[config.mk]
export PLATFORM = sky130hd
export DESIGN_NAME = bk_memory_initiator_flat
export DESIGN_NICKNAME = d
export VERILOG_FILES = /design/src/rtl/bk_memory_initiator_if.sv /design/src/rtl/bk_memory_initiator.sv /design/src/flat_wrapper.sv
export SDC_FILE = /design/constraint.sdc
export NUM_CORES = 1
export LEC_CHECK = 0
export CAP_MARGIN = 25
export CORE_MARGIN = 2
export CORE_UTILIZATION = 25
export CTS_BUF_LIST = sky130_fd_sc_hd__clkbuf_4
export DETAILED_ROUTE_END_ITERATION = 16
export SLEW_MARGIN = 20
export SYNTH_ARGS = -nofsm -noshare
export SYNTH_HDL_FRONTEND = slang
export SYNTH_SLANG_ARGS = --single-unit
[constraint.sdc]
create_clock -name clk -period 1.6 [get_ports clk]
set_input_delay 0.16 -clock clk [delete_from_list [all_inputs] [get_ports clk]]
set_output_delay 0.16 -clock clk [all_outputs]
set_load 0.05 [all_outputs]
[src/rtl/bk_memory_initiator_if.sv]
// bk_memory_initiator_if: request, write-data, response and RAM-side signals of the bkMemory initiator
//   master: initiator view (takes requests, write beats and resp_ready, drives the RAM strobes)
//   slave : core/RAM view (mirror of master)
interface bk_memory_initiator_if #(parameter int WIDTH = 8);
    logic               req_valid;
    logic               req_ready;
    logic               req_write;
    logic [WIDTH-1:0]   req_address;
    logic [WIDTH-1:0]   req_length;
    logic               wr_valid;
    logic [2*WIDTH-1:0] wr_data;
    logic               wr_ready;
    logic               wr_done;
    logic               resp_valid;
    logic [2*WIDTH-1:0] resp_data;
    logic               resp_last;
    logic               resp_ready;
    logic               memory_read;
    logic               memory_write;
    logic [WIDTH-1:0]   memory_address;
    logic [2*WIDTH-1:0] memory_write_data;
    logic [2*WIDTH-1:0] memory_out_data;
    modport master (
        input  req_valid, req_write, req_address, req_length, wr_valid, wr_data, resp_ready, memory_out_data,
        output req_ready, wr_ready, wr_done, resp_valid, resp_data, resp_last,
               memory_read, memory_write, memory_address, memory_write_data
    );
    modport slave (
        output req_valid, req_write, req_address, req_length, wr_valid, wr_data, resp_ready, memory_out_data,
        input  req_ready, wr_ready, wr_done, resp_valid, resp_data, resp_last,
               memory_read, memory_write, memory_address, memory_write_data
    );
endinterface

[src/rtl/bk_memory_initiator.sv]
// bk_memory_initiator: sequences single/burst load/store requests onto a 256-entry bkMemory bank
//   clk : system clock, rising edge
//   rst : synchronous active-high reset
//   bus : request / write-data / response streams and RAM strobes (master modport)
module bk_memory_initiator #(
    parameter int WIDTH = 8
) (
    input  logic                          clk,
    input  logic                          rst,
    bk_memory_initiator_if.master         bus
);
    typedef enum logic [1:0] {IDLE, READ, WRITE} state_t;
    state_t             r_state, w_next;
    logic [WIDTH-1:0]   r_cur_addr;
    logic [WIDTH-1:0]   r_beats_left;
    logic [2*WIDTH-1:0] r_resp_data;
    logic               r_resp_valid;
    logic               r_resp_last;
    logic               r_wr_done;
    logic               w_issue;
    logic               w_wr_beat;
    logic               w_accept;
    logic               w_last;
    // strobes are gated by rst so a reset edge never commits a RAM access
    assign w_issue   = (r_state == READ) && (!r_resp_valid || bus.resp_ready) && !rst;
    assign w_wr_beat = (r_state == WRITE) && bus.wr_valid && !rst;
    assign w_accept  = bus.req_valid && bus.req_ready;
    assign w_last    = r_beats_left == '0;
    always_comb begin
        w_next = r_state;
        w_next = (r_state == IDLE && w_accept) ? (bus.req_write ? WRITE : READ) :
                 ((w_issue || w_wr_beat) && w_last) ? IDLE : r_state;
    end
    always_ff @(posedge clk) begin
        if (rst) begin
            r_state      <= IDLE;
            r_cur_addr   <= '0;
            r_beats_left <= '0;
            r_resp_data  <= '0;
            r_resp_valid <= 1'b0;
            r_resp_last  <= 1'b0;
            r_wr_done    <= 1'b0;
        end else begin
            r_state   <= w_next;
            r_wr_done <= w_wr_beat && w_last;
            if (w_accept) begin
                r_cur_addr   <= bus.req_address;
                r_beats_left <= bus.req_length;
            end else if (w_issue || w_wr_beat) begin
                r_cur_addr   <= r_cur_addr + 1'b1;
                r_beats_left <= r_beats_left - 1'b1;
            end
            if (w_issue) begin
                r_resp_data  <= bus.memory_out_data;
                r_resp_valid <= 1'b1;
                r_resp_last  <= w_last;
            end else if (bus.resp_ready) begin
                r_resp_valid <= 1'b0;
            end
        end
    end
    assign bus.req_ready         = (r_state == IDLE) && !r_resp_valid && !rst;
    assign bus.wr_ready          = r_state == WRITE;
    assign bus.wr_done           = r_wr_done;
    assign bus.resp_valid        = r_resp_valid;
    assign bus.resp_data         = r_resp_data;
    assign bus.resp_last         = r_resp_last;
    assign bus.memory_read       = w_issue;
    assign bus.memory_write      = w_wr_beat;
    assign bus.memory_address    = r_cur_addr;
    assign bus.memory_write_data = r_state == WRITE ? bus.wr_data : '0;
endmodule

[src/flat_wrapper.sv]
// flat-port wrapper written by rule: the top's interface ports become plain ports
module bk_memory_initiator_flat 
#(
    parameter int WIDTH = 8
)
  (clk, rst, bus_req_valid, bus_req_write, bus_req_address, bus_req_length, bus_wr_valid, bus_wr_data, bus_resp_ready, bus_memory_out_data, bus_req_ready, bus_wr_ready, bus_wr_done, bus_resp_valid, bus_resp_data, bus_resp_last, bus_memory_read, bus_memory_write, bus_memory_address, bus_memory_write_data);
  bk_memory_initiator_if #(.WIDTH(WIDTH)) bus_i ();
  input  logic clk;
  input  logic rst;
  input wire logic [$bits(bus_i.req_valid)-1:0] bus_req_valid;
  input wire logic [$bits(bus_i.req_write)-1:0] bus_req_write;
  input wire logic [$bits(bus_i.req_address)-1:0] bus_req_address;
  input wire logic [$bits(bus_i.req_length)-1:0] bus_req_length;
  input wire logic [$bits(bus_i.wr_valid)-1:0] bus_wr_valid;
  input wire logic [$bits(bus_i.wr_data)-1:0] bus_wr_data;
  input wire logic [$bits(bus_i.resp_ready)-1:0] bus_resp_ready;
  input wire logic [$bits(bus_i.memory_out_data)-1:0] bus_memory_out_data;
  output wire logic [$bits(bus_i.req_ready)-1:0] bus_req_ready;
  output wire logic [$bits(bus_i.wr_ready)-1:0] bus_wr_ready;
  output wire logic [$bits(bus_i.wr_done)-1:0] bus_wr_done;
  output wire logic [$bits(bus_i.resp_valid)-1:0] bus_resp_valid;
  output wire logic [$bits(bus_i.resp_data)-1:0] bus_resp_data;
  output wire logic [$bits(bus_i.resp_last)-1:0] bus_resp_last;
  output wire logic [$bits(bus_i.memory_read)-1:0] bus_memory_read;
  output wire logic [$bits(bus_i.memory_write)-1:0] bus_memory_write;
  output wire logic [$bits(bus_i.memory_address)-1:0] bus_memory_address;
  output wire logic [$bits(bus_i.memory_write_data)-1:0] bus_memory_write_data;
  assign bus_i.req_valid = bus_req_valid;
  assign bus_i.req_write = bus_req_write;
  assign bus_i.req_address = bus_req_address;
  assign bus_i.req_length = bus_req_length;
  assign bus_i.wr_valid = bus_wr_valid;
  assign bus_i.wr_data = bus_wr_data;
  assign bus_i.resp_ready = bus_resp_ready;
  assign bus_i.memory_out_data = bus_memory_out_data;
  assign bus_req_ready = bus_i.req_ready;
  assign bus_wr_ready = bus_i.wr_ready;
  assign bus_wr_done = bus_i.wr_done;
  assign bus_resp_valid = bus_i.resp_valid;
  assign bus_resp_data = bus_i.resp_data;
  assign bus_resp_last = bus_i.resp_last;
  assign bus_memory_read = bus_i.memory_read;
  assign bus_memory_write = bus_i.memory_write;
  assign bus_memory_address = bus_i.memory_address;
  assign bus_memory_write_data = bus_i.memory_write_data;
  bk_memory_initiator #(.WIDTH(WIDTH)) u_core (.clk(clk), .rst(rst), .bus(bus_i));
endmodule
== Word-level counts from Yosys, hierarchy flattened ==
Index checks and enable logic that the tools add are counted.

* Register bits: 37
* Word-level logic and storage cells: 40
* Output and inout bits: 47

* Multiplexer cells: 10
* Add/sub/neg operators: 2
* Eq/ne operators: 2
* Reduce and logical (&&, ||, !) cells: 19

{| class="wikitable"
|+ Operator list
! operator !! number
|-
| 2-to-1 mux 8 bit || 4
|-
| 2-to-1 mux 16 bit || 1
|-
| logical AND 1 bit || 10
|-
| adder 8 x 1 -> 8 bit (second input constant) || 1
|-
| logical NOT 8 bit || 1
|-
| subtractor 8 x 1 -> 8 bit (second input constant) || 1
|-
| 2-to-1 mux 2 bit || 3
|-
| nonzero test 2 bit || 3
|-
| equality test 2 x 1 -> 1 bit (second input constant) || 1
|-
| equality test 2 bit (second input constant) || 1
|-
| logical NOT 1 bit || 2
|-
| logical NOT 2 bit || 1
|-
| logical OR 1 bit || 2
|-
| 2-to-1 mux 1 bit || 2
|}

== Logic depth before layout (Yosys ltp) ==
Gate-level depths: netlist (run 1).

* Word-level depth: 8
* Gate-level depth with buffers: 6

== Worst setup path after synthesis (run 1) ==
No wires, ideal clock.

* Path kind: reg2reg
* Start: register u_core.r_resp_valid (netlist: u_core.bus.resp_valid)
* End: register u_core.r_cur_addr[2] (netlist: u_core.bus.memory_address[2])
* Arrival: 2345 ps
* Cell stages (with the launch flop): 5
* Period minus slack after synthesis: 2464 ps
* Path slack: -864 ps
* Path buffers: 1
* Cell sequence: dfxtp_1 nor4_2 nand2_1 clkbuf_1 o221a_1

* Elaborated cells between the ends (all ways): 10

{| class="wikitable"
|+ RTL lines
! what !! line !! source
|-
| from (decl) || bk_memory_initiator.sv:17 || <nowiki>logic r_resp_valid;</nowiki>
|-
| from (signal assigned) || bk_memory_initiator.sv:40 || <nowiki>r_resp_valid <= 1'b0;</nowiki>
|-
| from (signal assigned) || bk_memory_initiator.sv:55 || <nowiki>r_resp_valid <= 1'b1;</nowiki>
|-
| from (signal assigned) || bk_memory_initiator.sv:58 || <nowiki>r_resp_valid <= 1'b0;</nowiki>
|-
| logical NOT 1 bit (*) || bk_memory_initiator.sv:62 || <nowiki>assign bus.req_ready = (r_state == IDLE) && !r_resp_valid && !rst;</nowiki>
|-
| logical AND 1 bit (*) (2 in series) || bk_memory_initiator.sv:62 ||
|-
| net bus_req_ready || flat_wrapper.sv:18 || <nowiki>output wire logic [$bits(bus_i.req_ready)-1:0] bus_req_ready;</nowiki>
|-
| logical AND 1 bit (*) || bk_memory_initiator.sv:27 || <nowiki>assign w_accept = bus.req_valid && bus.req_ready;</nowiki>
|-
| 2-to-1 mux 8 bit or nonzero test 2 bit (tied branches) || -- ||
|-
| to (signal assigned) || bk_memory_initiator.sv:47 || <nowiki>r_cur_addr <= bus.req_address;</nowiki>
|-
| to (signal assigned) || bk_memory_initiator.sv:50 || <nowiki>r_cur_addr <= r_cur_addr + 1'b1;</nowiki>
|-
| to (decl) || bk_memory_initiator.sv:14 || <nowiki>logic [WIDTH-1:0] r_cur_addr;</nowiki>
|}

The timed path passes the listed nets; every way through them passes the cells marked *.
A chain may end at the register's enable or synchronous reset.

== Worst setup path in the final report (run 1) ==
* Start: register u_core.r_state[1]
* End: register u_core.r_beats_left[0]

* Cells in the longest elaborated chain, start to end: 5
* Elaborated cells between the ends (all ways): 13

{| class="wikitable"
|+ Ends and longest elaborated chain
! what !! line !! source
|-
| from (decl) || bk_memory_initiator.sv:13 || <nowiki>state_t r_state, w_next;</nowiki>
|-
| from (signal assigned) || bk_memory_initiator.sv:44 || <nowiki>r_state <= w_next;</nowiki>
|-
| equality test 2 x 1 -> 1 bit (tied with other cells) || bk_memory_initiator.sv:25 || <nowiki>assign w_issue = (r_state == READ) && (!r_resp_valid || bus.resp_ready) && !rst;</nowiki>
|-
| logical AND 1 bit (on tied branches) (2 in series) || bk_memory_initiator.sv:25, bk_memory_initiator.sv:26, bk_memory_initiator.sv:62 ||
|-
| logical OR 1 bit or logical AND 1 bit (tied branches) || bk_memory_initiator.sv:49, bk_memory_initiator.sv:27 ||
|-
| nonzero test 2 bit (no source line) or 2-to-1 mux 8 bit (tied branches) || -- ||
|-
| to (signal assigned) || bk_memory_initiator.sv:48 || <nowiki>r_beats_left <= bus.req_length;</nowiki>
|-
| to (signal assigned) || bk_memory_initiator.sv:51 || <nowiki>r_beats_left <= r_beats_left - 1'b1;</nowiki>
|-
| to (decl) || bk_memory_initiator.sv:15 || <nowiki>logic [WIDTH-1:0] r_beats_left;</nowiki>
|}

Parallel ways exist; a longest one is shown, timed or not.

==> impl_metrics.json, run 1 <==
{
  "slowest_stage": "dfxtp_2",
  "status": "completed",
  "fin_crit_ps": 1580,
  "final_common_cell": "buf_4",
  "setup_viol": 0,
  "first_pass_iters": 6,
  "syn_avg_cell_area_um2": 9.08,
  "synth_top_area_cell": "dfxtp_1",
  "fp.dieArea_um2": 8230,
  "required_ps": 1840,
  "seq_area_frac_synth": 0.394,
  "tightest_slew_ps": 420,
  "cts_root_buf": "clkbuf_4",
  "synthTopCellsByArea": "dfxtp_1 39%, a31o_2 7.5%, nor3b_1 6.4%, and2_1 5.7%, and4_1 3.3%",
  "max_slew_margin": 0.717,
  "synth_flop_cell": "dfxtp_1",
  "endpoint_kind": "flop",
  "synth_cells": 207,
  "synth_edf_count": 0,
  "ys_types": 44,
  "rsz0062_at_grt": "yes",
  "ant_nets": 0,
  "pwr-share-seq": 0.361,
  "fillers": 725,
  "cp_cell_sequence": "and2b_2 -> a22oi_2 -> buf_6 -> buf_6 -> xnor2_1 -> a22o_1",
  "power.internal_mw": 1.89,
  "cts_buffers": 5,
  "synth_seq_cells": 37,
  "detail_route.iter0.violations": 55,
  "cts_max_level": 2,
  "cp-start-kind": "flop",
  "pin_count": 101,
  "finalHoldViolCount": 0,
  "max_cap_violations": 0,
  "io_buffers": 100,
  "period_share": 0.987,
  "cts_buffer_depth": 2,
  "drc": 0,
  "mostFrequentLayoutCells": "55 x buf_4, 53 x clkdlybuf4s50_1, 34 x dfxtp_1",
  "placedCellCount": 418,
  "clk-insertion-delay-late_ps": 340,
  "switching_share": 0.381,
  "combPwrFrac": 0.480,
  "die_x_um": 90.7,
  "place_congestion": 0.817,
  "netlist.area_leader.share": 0.394,
  "path_clk_slew_ps": 110,
  "grt_overflow": 0,
  "slew_viol_final": 0,
  "hold_path_class": "in -> reg",
  "track_usage": 0.147,
  "worstPathArrival_ps": 1820,
  "routedWlPerCell_um": 13.9,
  "grt_max_degree": 25,
  "coreArea_um2": 7250,
  "synthArstFlopShare": 0,
  "drt-vias-per-instance": 4.74,
  "tns_ps": 0,
  "fmax_mhz": 633,
  "num_vias": 2048,
  "placed_area_um2": 3320,
  "cts_tree": "done",
  "fin_worst_hold_slack_ps": 399,
  "area_delta_synth_final_pct": 87.9,
  "syn_nets": 263,
  "p_switching_mw": 1.16,
  "clock-sinks": 37,
  "place_hpwl_um": 4590,
  "wirelength_um": 6010,
  "die_y_um": 90.7,
  "ir_worst_vdd_mv": 0.284,
  "crit_top_cell": "buf_6",
  "grt_pass1_vias": 2023,
  "pwr-share-clk": 0.159,
  "utilization": 0.487,
  "cts_hold_buffers": 0,
  "final.setup_skew_ps": 5.99,
  "drive_gt1_frac": 0.435,
  "grt_pass1_wl_um": 9810,
  "cp_max_fo": 5,
  "final_cells": 432,
  "n_antenna_cell": 0,
  "final_area_um2": 3530,
  "p_leak_nw": 1.41,
  "finalNetCount": 388,
  "yosysWarnings": 0,
  "rows": 31,
  "critical-path-max-stage-delay_ps": 380,
  "antenna_found_initial": 0,
  "initial_core_util": 0.259,
  "powerDensity_nw_per_um2": 865,
  "synth_area_um2": 1880,
  "crit_type": "reg -> reg"
}
[per-stage QoR]
step	power (mW)	setup WS (ps)
floorplan	1.90	-172
global placement	2.47	-110
detailed placement	2.48	-203
CTS	3.02	6.97
global route	3.25	-55.3
finish	3.06	21.0
[power groups by stage]
stage          clock, mW  sequential [mW]  combinational (mW)
2_1_floorplan          0             1.31               0.588
3_3_place_gp           0             1.12                1.36
3_5_place_dp           0             1.12                1.37
4_1_cts            0.523             1.10                1.40
5_1_grt            0.564             1.12                1.56
6_report           0.486             1.10                1.47
[state kept, by name (all words and copies together) (netlist names)]
register	count
u_core.bus.resp_data	16
u_core.bus.memory_address	8
u_core.r_beats_left	8
u_core.r_state	2
u_core.bus.resp_last	1
u_core.bus.resp_valid	1
u_core.bus.wr_done	1
[synthesized netlist by cell type, drive strengths merged (2+ instances only)]
| cell | instances |
|---|---|
| and4 | 7 |
| nand2 | 13 |
| and3 | 3 |
| dfxtp | 37 |
| a211oi | 5 |
| or3 | 3 |
| inv | 6 |
| a31o | 18 |
| and2 | 17 |
| buf | 10 |
| nor3b | 16 |
| a21oi | 2 |
| clkbuf | 6 |
| xnor2 | 2 |
| nor3 | 7 |
| nor4 | 4 |
| a31oi | 2 |
| o21ai | 11 |
| or4 | 2 |
| nor2 | 10 |
| mux2i | 2 |
| a311oi | 5 |
| ha | 2 |
| a22o | 4 |
| nand3 | 2 |
[cell type report]
| type | count | area (um2) | area share |
|---|---|---|---|
| flip-flops and latches | 37 | 747 | 0.211 |
| inverters | 6 | 22.5 | 0.00637 |
| clock buffers | 5 | 37.5 | 0.0106 |
| repair buffers | 134 | 1430 | 0.404 |
| multi-input cells | 148 | 1160 | 0.327 |
| well taps | 99 | 124 | 0.0351 |
| clock inverters | 3 | 17.5 | 0.00496 |
[cells by family after synthesis]
| logic type | synth area share |
|---|---|
| compound gates | 0.214 |
| xor+xnor | 0.00932 |
| fa+ha+maj | 0.0133 |
| mux | 0.0106 |
| simple gates | 0.305 |
| buf+inv | 0.0539 |
| flops | 0.394 |
[critical path, delay by kind of cell (launching register included)]
kind | cells | cell delay [ps]
xor+xnor | 1 | 50
compound gates | 2 | 510
flops | 1 | 380
buf+inv | 2 | 260
simple gates | 1 | 270
[final timing paths]
| check | startpoint | to | slack (ps) | cells after the start |
|---|---|---|---|---|
| min reg2reg | u_core.bus.resp_last | u_core.bus.resp_last | 470 | 2 |
| max reg2reg | u_core.r_state[1] | u_core.r_beats_left[0] | 20 | 6 |
| min | bus_req_address[6] | u_core.bus.memory_address[6] | 400 | 3 |
| max | u_core.r_state[1] | u_core.r_beats_left[0] | 20 | 6 |
[per-layer routing]
| layer | up-vias | GRT usage | routed length [um] |
|---|---|---|---|
| met5 | - | 0 | 0 |
| met4 | 0 | 0.0500 | 80 |
| met2 | 65 | 0.256 | 2960 |
| li1 | 1015 | - | - |
| met1 | 961 | 0.173 | 2570 |
| met3 | 7 | 0.0384 | 404 |
[what timing repair did]
action	4_1_cts	5_1_grt
resized for setup	9	25
buffers inserted	4	2
pin swaps	3	12
endpoints found under the setup margin	22	20
Note: power is estimated with default switching activity, not from simulation.
==> inputs of run 2 (changes only) <==
- ABC_AREA: default -> 0
- PLACE_DENSITY: default -> 0.58
- SLEW_MARGIN: 20 -> 25
==> run 2 against run 1 <==
Compared with the run above: combinational power hardly changed; worst setup slack lost 1.9 ps; global-route usage decreased by 0.97 points; highest routed layer unchanged; wire length grew 5.3%; die area is the same; clock-buffer cell count unchanged; critical endpoint is now u_core.r_beats_left[7]; total power grew 1.6%; sequential power about the same; via count rose by 1.1%; non-clock buffer count fell by 4; cell count shrank 0.69%; flip-flop and latch count did not move.
==> impl_metrics.json, run 2 (synthesis results as in run 1) <==
{
  "grt_pass1_wl_um": 9150,
  "cts_buffers": 5,
  "n_antenna_cell": 0,
  "powerDensity_nw_per_um2": 880,
  "critPathLaunch": "u_core.r_beats_left[3]",
  "initial_core_util": 0.259,
  "io_buffers": 100,
  "ir_worst_vdd_mv": 0.316,
  "cp_max_fo": 5,
  "fmax_mhz": 633,
  "cts_buffer_depth": 2,
  "mostFrequentLayoutCells": "53 x clkdlybuf4s50_1, 52 x buf_4, 34 x dfxtp_1",
  "fin_ws_ps": 19.1,
  "place_congestion": 0.837,
  "clock-sinks": 37,
  "rsz0062_at_grt": "yes",
  "wirelength_um": 6340,
  "final_area_um2": 3530,
  "period_share": 0.988,
  "endpoint_kind": "flop",
  "final.setup_skew_ps": 9.07,
  "path_clk_slew_ps": 120,
  "grt_pass1_vias": 1856,
  "fp.dieArea_um2": 8230,
  "grt_max_degree": 23,
  "num_vias": 2071,
  "cts_root_buf": "clkbuf_4",
  "cp_cell_sequence": "or4_4 -> nor4_4 -> and4_1 -> a211oi_2",
  "cts_tree": "done",
  "hp-start": "bus_req_address[1]",
  "final_common_cell": "clkdlybuf4s50_1",
  "slew_viol_final": 0,
  "die_x_um": 90.7,
  "cts_max_level": 2,
  "power.total_mw": 3.11,
  "coreArea_um2": 7250,
  "place_hpwl_um": 4530,
  "clk-insertion-delay-late_ps": 350,
  "pin_count": 101,
  "die_y_um": 90.7,
  "worstPathArrival_ps": 1820,
  "grt_overflow": 0,
  "crit_type": "reg -> reg",
  "routedWlPerCell_um": 14.8,
  "max_slew_margin": 0.751,
  "place_ws_ps": -167,
  "hold_path_class": "in -> reg",
  "finalHoldViolCount": 0,
  "drc": 0,
  "finalNetCount": 385,
  "drive_gt1_frac": 0.439,
  "area_delta_synth_final_pct": 87.8,
  "first_pass_iters": 4,
  "tightest_slew_ps": 370,
  "max_cap_violations": 0,
  "p_leak_nw": 1.40,
  "cts_hold_buffers": 0,
  "placed_area_um2": 3280,
  "track_usage": 0.137,
  "slowest_stage": "or4_4",
  "status": "completed",
  "critical-path-max-stage-delay_ps": 560,
  "setup_viol": 0,
  "detail_route.iter0.violations": 60,
  "ant_nets": 0,
  "drt-vias-per-instance": 4.83,
  "rows": 31,
  "fin_crit_ps": 1580,
  "cp-start-kind": "flop",
  "r2r-start": "u_core.r_beats_left[3]",
  "largest_reg_flops": 16,
  "antenna_found_initial": 0,
  "required_ps": 1840
}
-- run 2: final cells by class --
cell class,instances,area (um2)
clock buffer,5,37.5
clock inverter,3,17.5
fill,693,3720
inverter,6,22.5
multi-input combinational,149,1190
sequential,37,747
tap,99,124
timing repair buffer,130,1390
-- run 2: where the power goes --
group | total (mW) | internal (mW) | leakage [nW] | switching, mW
Sequential | 1.11 | 1.02 | 0.304 | 0.0850
Clock | 0.513 | 0.166 | 0.0310 | 0.347
Combinational | 1.49 | 0.700 | 1.07 | 0.787
-- run 2: timing repair --
action | in CTS | in global routing
setup endpoints to repair | 21 | 19
resized for setup | 8 | 28
pin swaps | 2 | 10
gates cloned | 0 | 1
setup buffers | 3 | 4
hold endpoints to repair | 0 | 0
-- run 2: final timing paths --
kind                                  endpoint  slack (ps)  cells past startpoint
hold reg to reg           u_core.bus.resp_last         470                      2
setup reg to reg        u_core.r_beats_left[7]          20                      4
setup / recovery        u_core.r_beats_left[7]          20                      4
hold / removal    u_core.bus.memory_address[1]         390                      3
-- run 2: stage by stage --
stage / util / TNS [ps] / hold slack (ps) / std cells
after floorplan: - / -1890 / 282 / 207
after global placement: 0.452 / -1160 / 447 / 413
after detailed placement: 0.452 / -1550 / 457 / 413
after CTS: 0.467 / 0 / 383 / 424
after global routing: 0.487 / -240 / 406 / 429
final: 0.487 / 0 / 387 / 429
-- run 2: per-layer routing --
layer	vias to the layer above	GRT usage	share of wire
met4	0	0.0500	0.015
li1	1017	-	-
met3	7	0.0351	0.066
met2	82	0.223	0.48
met5	-	0	0
met1	965	0.174	0.43
-- run 2: worst max-delay path: cells and delay by family (launching register included) --
| kind | cells | cell delay [ps] |
|---|---|---|
| AND/OR/NAND/NOR | 3 | 1060 |
| AO/OA/AOI/OAI | 1 | 50 |
| flip-flops | 1 | 360 |
==> inputs of run 3 (changes only) <==
- GPL_TIMING_DRIVEN: default -> 0
- SKIP_CTS_REPAIR_TIMING: default -> 1
- SLEW_MARGIN: 25 -> 0
==> run 3 against run 2 <==
Compared with the run above: the flow now finishes with violations (negative setup slack); die area did not move; first-iteration DRC count fell by 10%; clock power fell by 6.0%; total power fell by 2.7%; flip-flop and latch count did not move; worst setup slack got worse by 110 ps.
==> impl_metrics.json, run 3 (synthesis results as in run 1) <==
{
  "fmax_mhz": 593,
  "whs_path_depth": 3,
  "endpoint_kind": "primary output",
  "cp-start-kind": "flop",
  "rsz0062_at_grt": "yes",
  "required_ps": 1440,
  "crit_top_cell": "buf_6",
  "place_ws_ps": -622,
  "hp-start": "bus_req_length[4]",
  "max_slew_margin": 0.624,
  "place_congestion": 0.740,
  "clk-insertion-delay-late_ps": 340,
  "hold_path_class": "in -> reg",
  "initial_core_util": 0.259,
  "worstPathArrival_ps": 1530,
  "routedWlPerCell_um": 15.6,
  "r2r_slack_ps": 10,
  "first_pass_iters": 4,
  "critical_path_buf_inv_count": 4,
  "largest_reg_flops": 16,
  "mostFrequentLayoutCells": "53 x clkdlybuf4s50_1, 31 x dfxtp_1, 27 x dlymetal6s2s_1",
  "cts_buffers": 5,
  "whs_endpoint": "u_core.r_beats_left[4]",
  "finalNetCount": 381,
  "highest_layer": "met4",
  "final_common_cell": "clkdlybuf4s50_1",
  "drc": 0,
  "utilization": 0.485,
  "tightest_slew_ps": 564,
  "coreArea_um2": 7250,
  "max_cap_violations": 0,
  "route.met3.wl_um": 427,
  "num_vias": 2058,
  "drt-vias-per-instance": 4.85,
  "grt_pass1_vias": 1894,
  "crit_type": "reg -> out",
  "die_y_um": 90.7,
  "cts_tree": "done",
  "cts_max_level": 2,
  "die_x_um": 90.7,
  "met1Wirelength_um": 2820,
  "final.setup_skew_ps": 13.3,
  "rows": 31,
  "track_usage": 0.147,
  "clock-sinks": 37,
  "r2r-start": "u_core.r_beats_left[5]",
  "slew_viol_final": 0,
  "slowest_stage": "dfxtp_4",
  "detail_route.iter0.violations": 54,
  "antenna_found_initial": 0,
  "fin_crit_ps": 1690,
  "area_delta_synth_final_pct": 87.2,
  "dr_wl_met2_um": 3300,
  "grt_overflow": 0,
  "wirelength_um": 6620,
  "place_hpwl_um": 4690,
  "powerDensity_nw_per_um2": 858,
  "cts_buffer_depth": 2,
  "io_buffers": 100,
  "ir_worst_vdd_mv": 0.310,
  "grt_pass1_wl_um": 9690,
  "drive_gt1_frac": 0.345,
  "cp_max_fo": 6,
  "finalHoldViolCount": 0,
  "critical-path-max-stage-delay_ps": 380,
  "p_leak_nw": 1.76,
  "r2r_cells": 4,
  "grt_max_degree": 12,
  "violations": "negative setup slack",
  "cts_root_buf": "clkbuf_4",
  "setup_viol": 5,
  "cp_cell_sequence": "nor2b_4 -> buf_6 -> buf_6 -> buf_6 -> and2_4 -> buf_8",
  "crit_family": "buffers and inverters",
  "status": "finished with violations",
  "power.total_mw": 3.02,
  "fin_ws_ps": -86.0,
  "regToRegEndpoint": "u_core.r_state[1]",
  "path_clk_slew_ps": 120,
  "ant_nets": 0,
  "period_share": 1.05,
  "n_antenna_cell": 0,
  "pin_count": 101,
  "fp.dieArea_um2": 8230
}
[run 3: cell types whose count changed in the layout (fill, tap and decap cells not counted), sizes merged]
cell	before	now
dlymetal6s2s	0	27
clkbuf	5	11
a22o	5	4
clkinv	2	1
buf	77	41
[run 3: metal layers]
layer  vias up  GRT usage
li1       1008          -
met1       969      0.179
met2        73      0.243
met3         8     0.0417
met4         0     0.0577
met5         -          0
[run 3: power by group]
part / internal, mW / switching (mW) / total [mW]
Clock: 0.158 / 0.323 / 0.482
Combinational: 0.650 / 0.772 / 1.42
Sequential: 1.02 / 0.0932 / 1.12
Total: 1.83 / 1.19 / 3.02
[run 3: area by class of cell]
type                       count  area [um2]
fill                         701        3730
clock inverter                 2        11.3
sequential                    37         756
inverter                       6        22.5
buffer                        15         121
tap                           99         124
multi-input combinational    148        1190
clock buffer                   5        37.5
timing repair buffer         112        1260
[run 3: how the worst max path moves through the flow]
stage,start,end,slack (ps),cells past startpoint
floorplan,u_core.r_state[0],u_core.bus.memory_address[0],-170,5
global placement,rst,bus_memory_write,-630,5
detailed placement,rst,bus_memory_write,-620,5
CTS,u_core.r_state[1],bus_memory_write_data[9],-970,5
global route,u_core.r_state[1],bus_memory_write_data[6],-150,6
finish,u_core.r_state[1],bus_memory_write_data[9],-90,6
[run 3: metrics by stage]
stage                     std cells  hold WS, ps  instance area, um2  TNS (ps)
after global placement          406          444                3060    -22240
after CTS                       413          388                3110    -22530
after floorplan                 207          282                1940     -1890
final                           424          405                3520      -343
after global routing            424          417                3520     -1270
after detailed placement        406          456                3060    -22660
[run 3: worst min-delay path, delay by kind of cell]
| kind | cells | cell delay (ps) |
|---|---|---|
| buffers and inverters | 1 | 410 |
| AND/OR/NAND/NOR | 1 | 100 |
| AO/OA/AOI/OAI | 1 | 50 |
